$ cat src/rtl/mult5_pkg.sv
// Shared types and constants for the sequential shift-add multiplier.
package mult5_pkg;

  // Controller states: waiting, shift-add iterations, one-cycle result strobe.
  typedef enum logic [1:0] {
    IDLE = 2'd0,
    RUN  = 2'd1,
    DONE = 2'd2
  } state_e;

  // Default operand width in bits.
  localparam int DEF_WIDTH = 5;

  // Iteration counter width: must hold the value DEF_WIDTH itself,
  // because the counter reaching WIDTH is what ends RUN.
  localparam int CNT_W = $clog2(DEF_WIDTH + 1);

endpackage

$ cat src/rtl/mult5_in_sync.sv
// Two-flop synchronizer for a bundle of pad inputs. Both stages clear on
// reset, so a request pending in the chain is dropped by a reset.
module mult5_in_sync #(
  parameter int W = 1
) (
  input  logic         clk_i,
  input  logic         rst_i,
  input  logic [W-1:0] d_i,
  output logic [W-1:0] q_o
);

  logic [W-1:0] meta_q;
  logic [W-1:0] sync_q;

  // Two-stage capture of the asynchronous pad values.
  always_ff @(posedge clk_i) begin
    if (rst_i) begin
      meta_q <= '0;
      sync_q <= '0;
    end else begin
      meta_q <= d_i;
      sync_q <= meta_q;
    end
  end

  assign q_o = sync_q;

endmodule

$ cat src/rtl/mult5_seq_core.sv
// Sequential shift-add unsigned multiplier, one partial product per cycle.
//
// Optional feature macro: MULT5_INPUT_SYNC_EN -- when defined, start_i, a_i
// and b_i pass through a two-flop synchronizer (mult5_in_sync) first, and
// every input-to-done latency grows by two cycles.
//
// Request/response protocol: start_i is a single-cycle request with no
// ready; it is accepted at any edge where the core is in IDLE or DONE (a_i
// and b_i are captured on that same edge only) and ignored during RUN.
// busy_o is high for the whole RUN phase. done_o is a one-cycle pulse in
// the cycle p_o first shows the new product; p_o then holds until the next
// DONE entry or a reset.
//
// Timing (sync disabled): start accepted at edge k -> RUN after edges
// k..k+WIDTH, the WIDTH shift-add steps land on edges k+1..k+WIDTH, edge
// k+WIDTH+1 moves the accumulator to p_o and enters DONE.
module mult5_seq_core
  import mult5_pkg::*;
#(
  parameter int WIDTH = DEF_WIDTH
) (
  input  logic               wb_clk_i,
  input  logic               wb_rst_i,
  input  logic               start_i,
  input  logic [WIDTH-1:0]   a_i,
  input  logic [WIDTH-1:0]   b_i,
  output logic               busy_o,
  output logic               done_o,
  output logic [2*WIDTH-1:0] p_o
);

  // Counter width for this instance (equals CNT_W at the default WIDTH).
  localparam int CW = $clog2(WIDTH + 1);

  logic             start_s;
  logic [WIDTH-1:0] a_s;
  logic [WIDTH-1:0] b_s;

`ifdef MULT5_INPUT_SYNC_EN
  logic [2*WIDTH:0] sync_d;
  logic [2*WIDTH:0] sync_q;

  assign sync_d = {start_i, a_i, b_i};

  mult5_in_sync #(
    .W (2*WIDTH + 1)
  ) u_in_sync (
    .clk_i (wb_clk_i),
    .rst_i (wb_rst_i),
    .d_i   (sync_d),
    .q_o   (sync_q)
  );

  assign {start_s, a_s, b_s} = sync_q;
`else
  assign start_s = start_i;
  assign a_s     = a_i;
  assign b_s     = b_i;
`endif

  state_e             state_q, state_d;
  logic [WIDTH-1:0]   a_q, a_d;
  logic [WIDTH-1:0]   b_q, b_d;
  logic [2*WIDTH-1:0] acc_q, acc_d;
  logic [CW-1:0]      cnt_q, cnt_d;
  logic [2*WIDTH-1:0] p_q, p_d;

  // Multiplicand zero-extended to accumulator width before shifting, so
  // no partial product is truncated.
  logic [2*WIDTH-1:0] a_ext;
  assign a_ext = {{WIDTH{1'b0}}, a_q};

  // Next-state and datapath: accept, shift-add iterate, publish result.
  always_comb begin
    state_d = state_q;
    a_d     = a_q;
    b_d     = b_q;
    acc_d   = acc_q;
    cnt_d   = cnt_q;
    p_d     = p_q;
    unique case (state_q)
      IDLE, DONE: begin
        if (start_s) begin
          a_d     = a_s;
          b_d     = b_s;
          acc_d   = '0;
          cnt_d   = '0;
          state_d = RUN;
        end else begin
          state_d = IDLE;
        end
      end
      RUN: begin
        if (cnt_q == CW'(WIDTH)) begin
          p_d     = acc_q;
          state_d = DONE;
        end else begin
          if (b_q[0]) begin
            acc_d = acc_q + (a_ext << cnt_q);
          end
          b_d   = b_q >> 1;
          cnt_d = cnt_q + CW'(1);
        end
      end
      default: begin
        state_d = IDLE;
      end
    endcase
  end

  // State and datapath registers; reset wins over any pending start.
  always_ff @(posedge wb_clk_i) begin
    if (wb_rst_i) begin
      state_q <= IDLE;
      a_q     <= '0;
      b_q     <= '0;
      acc_q   <= '0;
      cnt_q   <= '0;
      p_q     <= '0;
    end else begin
      state_q <= state_d;
      a_q     <= a_d;
      b_q     <= b_d;
      acc_q   <= acc_d;
      cnt_q   <= cnt_d;
      p_q     <= p_d;
    end
  end

  assign busy_o = (state_q == RUN);
  assign done_o = (state_q == DONE);
  assign p_o    = p_q;

endmodule

$ cat config.mk
export PLATFORM = sky130hd
export DESIGN_NAME = mult5_seq_core
export DESIGN_NICKNAME = d
export VERILOG_FILES = /design/src/rtl/mult5_pkg.sv /design/src/rtl/mult5_in_sync.sv /design/src/rtl/mult5_seq_core.sv
export SDC_FILE = /design/constraint.sdc
export NUM_CORES = 1
export LEC_CHECK = 0
export ABC_AREA = 0
export CAP_MARGIN = 20
export CORE_MARGIN = 10
export CORE_UTILIZATION = 59
export CTS_CLUSTER_SIZE = 10
export DETAILED_ROUTE_END_ITERATION = 12
export HOLD_SLACK_MARGIN = 0.08
export PLACE_DENSITY = 0.86
export SYNTH_ARGS = -nofsm -noshare
export SYNTH_HDL_FRONTEND = slang
export SYNTH_HIERARCHICAL = 1
export SYNTH_SLANG_ARGS = --single-unit
$ cat constraint.sdc
create_clock -name wb_clk_i -period 6.8 [get_ports wb_clk_i]
set_input_delay 1.36 -clock wb_clk_i [delete_from_list [all_inputs] [get_ports wb_clk_i]]
set_output_delay 1.36 -clock wb_clk_i [all_outputs]
set_load 0.01 [all_outputs]
==> flow_summary.toml, run 1 <==
[route]
dr.pass1.iters = 4
vias = 1852
drcViolationCount = 0
wirelength_mm = 4.58
wire_per_inst_microns = 14.4
drt_iter0_markers = 184
routed_via_density = 5.82
ant_nets = 0

[run_status]
status = "complete, no violations"

[clock_tree]
cts.htree.levels = 2
clockBufferDepth = 2
hold_buffers = 0
clock_sinks = 35
numCtsBuffers = 5
path_clk_slew_ns = 0.10
cts_tree = "yes"
clockRootBuffer = "clkbuf_4"
cts_resized = 0
cts_setup_buffers = 0
clock_latency_ns = 0.35

[layout]
antennaDiodeCount = 0
area.growth.synth_to_final_pct = 14.9
num-fill-cells = 267
final_net_count = 299
drive_gt1_frac = 0.0584

[floorplanning]
die_area_sq_mm = 0.00608
start_util = 0.634
num_rows = 20
core_sq_mm = 0.00313
die_h_microns = 78.0
io_pins = 25
die_x_microns = 78.0

[global_route]
grt_pass1_vias = 1865
grt_pass1_wl_mm = 8.14
grt-ovfl-total = 0
grt_usage = 0.159
grt_max_degree = 37
antenna_found_initial = 0

[synthesis]
synth_area_leaders = "dfxtp_1, nand2_1, a21oi_1, ha_1, mux2i_1"
syn-cell-area_sq_mm = 0.00198
avgSynthCellArea_sq_um = 7.72
synth_warnings = 6
synthCells = 257
dominantRegCellSynth = "dfxtp_1"
yosysMostFrequentCell = "nand2_1"
synth.top_cell.area_share = 0.353
synth_nets = 282
synthTopCellsByCount = "nand2_1, dfxtp_1, a21oi_1"
ys_seq_area_frac = 0.353
synth_cell_type_count = 43
synthArstFlopShare = 0
synth_edf_count = 0
yosysTopAreaCell = "dfxtp_1"
ys_seq_elements = 35

[place]
port_buffers = 24
dp_hpwl_mm = 3.20
gp_congestion = 0.905

[sta]
final.setup.tns_ns = 0
rsz0062_at_grt = "false"
skew_ns = 0.00337
setup_viol = 0
timing.final.max_slew_violations = 0
timing.fmax_ghz = 0.325
fin_crit_sh = 0.453
hold_viol = 0
finalCriticalPeriod_ns = 3.08
max-slew-margin-rel = 0.460
tightest_slew_ns = 0.809

[power_and_ir_drop]
power_leakage_nw = 0.860
powerDensity_mw_per_mm2 = 168
vdd_ir_drop_max_mv = 0.119
power.total_mw = 0.384

[setup_path]
crit_fanout = 15
crit_path_start_kind = "flip-flop"
cp.arrival_ns = 1.72
worst-endpoint-required_ns = 5.44
critPathCaptureType = "primary output"
crit_type = "flip-flop to primary output"

[flow_run]
maxCapViolCount = 0

[hold_path]
holdCritPathClass = "flip-flop to flip-flop"
==> metrics by stage <==
stage	cells	hold slack, ns	instance area, sq um	utilization	setup WS [ns]
after floorplan	257	0.445	1980	-	4.25
after global placement	311	0.441	2220	0.711	3.72
after detailed placement	311	0.447	2220	0.711	3.66
after CTS	318	0.462	2280	0.729	3.71
after global routing	318	0.492	2280	0.729	3.62
final	318	0.458	2280	0.729	3.72
==> registers in the layout, summed over array words and instances (netlist names) <==
register,cells
cnt_q,3
state_q,2
acc_q,10
p_o,10
a_q,5
b_q,5
==> critical path, stage by stage, from the launching register on <==
cell             delay, ns
dfxtp_1               0.39
nor2b_1               0.16
buf_4                 0.23
clkdlybuf4s50_1       0.58
==> routing by layer <==
metal	part of all wire	global-route usage
met1	0.45	0.192
met2	0.47	0.245
met3	0.065	0.0668
met4	0.014	0.0591
met5	0	0
==> cell families after synthesis <==
| kind of cell | Yosys count | share of synthesized area |
|---|---|---|
| AOI/OAI and AO/OA | 64 | 0.194 |
| xor gates and xnor gates | 2 | 0.00883 |
| adders and majority gates | 12 | 0.0794 |
| buffers and inverters | 24 | 0.0511 |
| DFF | 35 | 0.353 |
| muxes | 10 | 0.0530 |
| and+or+nand+nor | 110 | 0.261 |
==> path summary, 6_finish.rpt <==
kind / cells past startpoint / startpoint / end / slack, ns
setup reg to reg: 8 / cnt_q[0] / acc_q[8] / 3.77
hold reg to reg: 2 / p_o[8] / p_o[8] / 0.46
setup / recovery: 3 / state_q[0] / busy_o / 3.72
hold / removal: 2 / p_o[8] / p_o[8] / 0.46
==> final cells by class <==
class	count	area (sq um)	area share
flip-flops and latches	35	701	0.307
multi-input cells	198	1180	0.519
clock inverters	1	5.00	0.00220
inverters	8	30.0	0.0132
clock buffers	6	51.3	0.0225
well taps	44	55.1	0.0241
repair buffers	26	255	0.112
==> where the power goes <==
group	internal (mW)	switching [mW]
Combinational	0.0218	0.0284
Clock	0.0478	0.0695
Sequential	0.210	0.00602
==> cell usage in the layout, fill, tap and decap left out, types with 4 or more instances in the layout <==
cell | Yosys | layout
and3_1 | 5 | 5
mux2i_1 | 9 | 9
nor3_1 | 4 | 4
clkdlybuf4s50_1 | 0 | 24
inv_1 | 8 | 8
ha_1 | 11 | 11
nand4_1 | 4 | 4
o21ai_0 | 8 | 8
a21oi_1 | 34 | 34
nand3_1 | 7 | 7
nor2_1 | 24 | 24
a31oi_1 | 5 | 5
nor2b_1 | 5 | 5
clkbuf_4 | 0 | 5
dfxtp_1 | 35 | 35
nand2_1 | 48 | 48
Power figures use the tool's default switching activity.
==> run 2: changes to the inputs <==
--- a/config.mk
+++ b/config.mk
@@ -8,11 +8,11 @@
 export ABC_AREA = 0
 export CAP_MARGIN = 20
 export CORE_MARGIN = 10
-export CORE_UTILIZATION = 59
+export CORE_UTILIZATION = 55
 export CTS_CLUSTER_SIZE = 10
 export DETAILED_ROUTE_END_ITERATION = 12
 export HOLD_SLACK_MARGIN = 0.08
-export PLACE_DENSITY = 0.86
+export PLACE_DENSITY = 0.81
 export SYNTH_ARGS = -nofsm -noshare
 export SYNTH_HDL_FRONTEND = slang
 export SYNTH_HIERARCHICAL = 1
==> constraint.sdc (replaced) <==
create_clock -name wb_clk_i -period 2.9 [get_ports wb_clk_i]
set_input_delay 0.58 -clock wb_clk_i [delete_from_list [all_inputs] [get_ports wb_clk_i]]
set_output_delay 0.58 -clock wb_clk_i [all_outputs]
set_load 0.01 [all_outputs]
==> run 2 against run 1 <==
Clock skew grew 0.0044 ns. Power rose to 2.8 times the previous value. Clock power rose to 3.8 times the previous value. Combinational power rose to 2.5 times the previous value. Die area increased by 5.4%. Critical path depth grew 8. Sequential power is 130% higher. Non-clock buffer count rose by 5. Cell area up 4.2%. Core utilization is 3.3 points lower. Setup slack got worse by 3.6 ns. First-iteration DRC count decreased by 32%. Critical endpoint is now acc_q[8].
==> flow_summary.toml, run 2 (synthesis results as in run 1) <==
[route]
wirelength_mm = 4.62
routed_via_density = 5.70
drcViolationCount = 0
vias = 1857
dr.pass1.iters = 4
drt_iter0_markers = 125
wire_per_inst_microns = 14.2
ant_nets = 0

[power_and_ir_drop]
intPower_mw = 0.820
powerDensity_mw_per_mm2 = 453
power_leakage_nw = 0.904
pwr-share-clk = 0.413
power.share.combinational = 0.119
p_switching_mw = 0.257
power_frac_seq = 0.468
switching_share = 0.239
vdd_ir_drop_max_mv = 0.285

[flow_run]
maxCapViolCount = 0

[setup_path]
worst_path_max_delay_cell = "fa_1"
critPathCaptureType = "flip-flop"
max_stage_delay_ns = 0.40
path_buf_inv = 2
r2r_cells = 11
worst-endpoint-required_ns = 3.21
crit_type = "flip-flop to flip-flop"
worstReg2RegEnd = "acc_q[8]"
cp.arrival_ns = 3.08
crit_fanout = 5
crit_path_frequent_cell = "inv_1"
worstPathCellList = "inv_1 -> nand2_1 -> nor3_1 -> ha_1 -> inv_1 -> fa_1 -> nand2b_1 -> a21oi_2 -> o2111ai_1 -> a2111oi_2 -> or3b_1"
crit_path_start_kind = "flip-flop"
ff2ff_setup_slack_ns = 0.13
r2r_start = "cnt_q[0]"
crit_family = "compound AO/OA/AOI/OAI gates"

[layout]
layout_common_cells = "nand2_1, dfxtp_1, a21oi_1"
final_common_cell = "nand2_1"
num-fill-cells = 292
antennaDiodeCount = 0
final_net_count = 304
area.growth.synth_to_final_pct = 19.7
drive_gt1_frac = 0.0857

[global_route]
grt_max_degree = 21
antenna_found_initial = 0
grt_pass1_vias = 1626
grt_pass1_wl_mm = 7.60
grt-ovfl-total = 0
grt_usage = 0.148

[floorplanning]
io_pins = 25
die_h_microns = 80.1
core_sq_mm = 0.00342
die_x_microns = 80.1
num_rows = 21
start_util = 0.581
die_area_sq_mm = 0.00641

[sta]
timing.fmax_ghz = 0.361
fin_crit_sh = 0.954
whs_ns = 0.459
timing.final.max_slew_violations = 0
setup_viol = 0
skew_ns = 0.00779
max-slew-margin-rel = 0.548
hold_viol = 0
rsz0062_at_grt = "false"
final.setup.tns_ns = 0
finalCriticalPeriod_ns = 2.77
tightest_slew_ns = 0.677

[clock_tree]
hold_buffers = 0
path_clk_slew_ns = 0.11
numCtsBuffers = 5
clock_latency_ns = 0.36
clockBufferDepth = 2
cts.htree.levels = 2
clock_sinks = 35
clockRootBuffer = "clkbuf_4"
cts_setup_buffers = 0
cts_tree = "yes"
cts_resized = 0

[place]
dp_hpwl_mm = 3.29
port_buffers = 24
gp_congestion = 0.881

[hold_path]
hp-start = "p_o[7]"
min_to = "p_o[7]"
holdCritPathClass = "flip-flop to flip-flop"
hold_depth = 2

[run_status]
status = "complete, no violations"
run 2: final cells by class:
class / instances / area, sq um / share of cell area
flip-flops and latches: 35 / 702 / 0.295
well taps: 46 / 57.6 / 0.0242
clock inverters: 2 / 60.1 / 0.0253
multi-input cells: 198 / 1190 / 0.502
repair buffers: 31 / 293 / 0.123
inverters: 8 / 30.0 / 0.0126
clock buffers: 6 / 41.3 / 0.0174
run 2: per-stage QoR:
step                      power (mW)  area, sq um  cells   util  setup slack (ns)
after floorplan                0.598         1980    257      -             0.350
after global placement         0.640         2260    318  0.663             0.218
after detailed placement       0.642         2260    318  0.663             0.231
after CTS                       1.07         2360    326  0.692             0.113
after global routing            1.11         2380    326  0.696          0.000816
final                           1.08         2380    326  0.696             0.132
run 2: layer usage:
metal | vias to the layer above | track usage | share of wire
li1 | 947 | - | -
met1 | 840 | 0.185 | 0.43
met2 | 60 | 0.234 | 0.47
met3 | 10 | 0.0367 | 0.069
met4 | 0 | 0.0687 | 0.024
met5 | - | 0 | 0
run 2: how the worst max path moves through the flow:
stage,start,to,cells after the start
final,cnt_q[0],acc_q[8],11
after global routing,cnt_q[0],acc_q[8],11
after CTS,cnt_q[0],acc_q[8],11
after detailed placement,cnt_q[0],acc_q[8],11
after global placement,cnt_q[0],acc_q[8],11
after floorplan,cnt_q[0],acc_q[8],9
run 2: worst register-to-register path: cells and delay by family, from the launching register on:
kind            cells  cell delay, ns
fa+ha+maj           2            0.63
flops               1            0.36
buf+inv             2            0.23
simple gates        4            0.72
compound gates      3            0.78
run 2: power groups by stage:
stage	logic [mW]	registers, mW	clock network [mW]
2_1_floorplan	0.0862	0.512	0
3_3_place_gp	0.125	0.515	0
3_5_place_dp	0.127	0.515	0
4_1_cts	0.127	0.504	0.443
5_1_grt	0.143	0.506	0.466
6_report	0.128	0.504	0.445
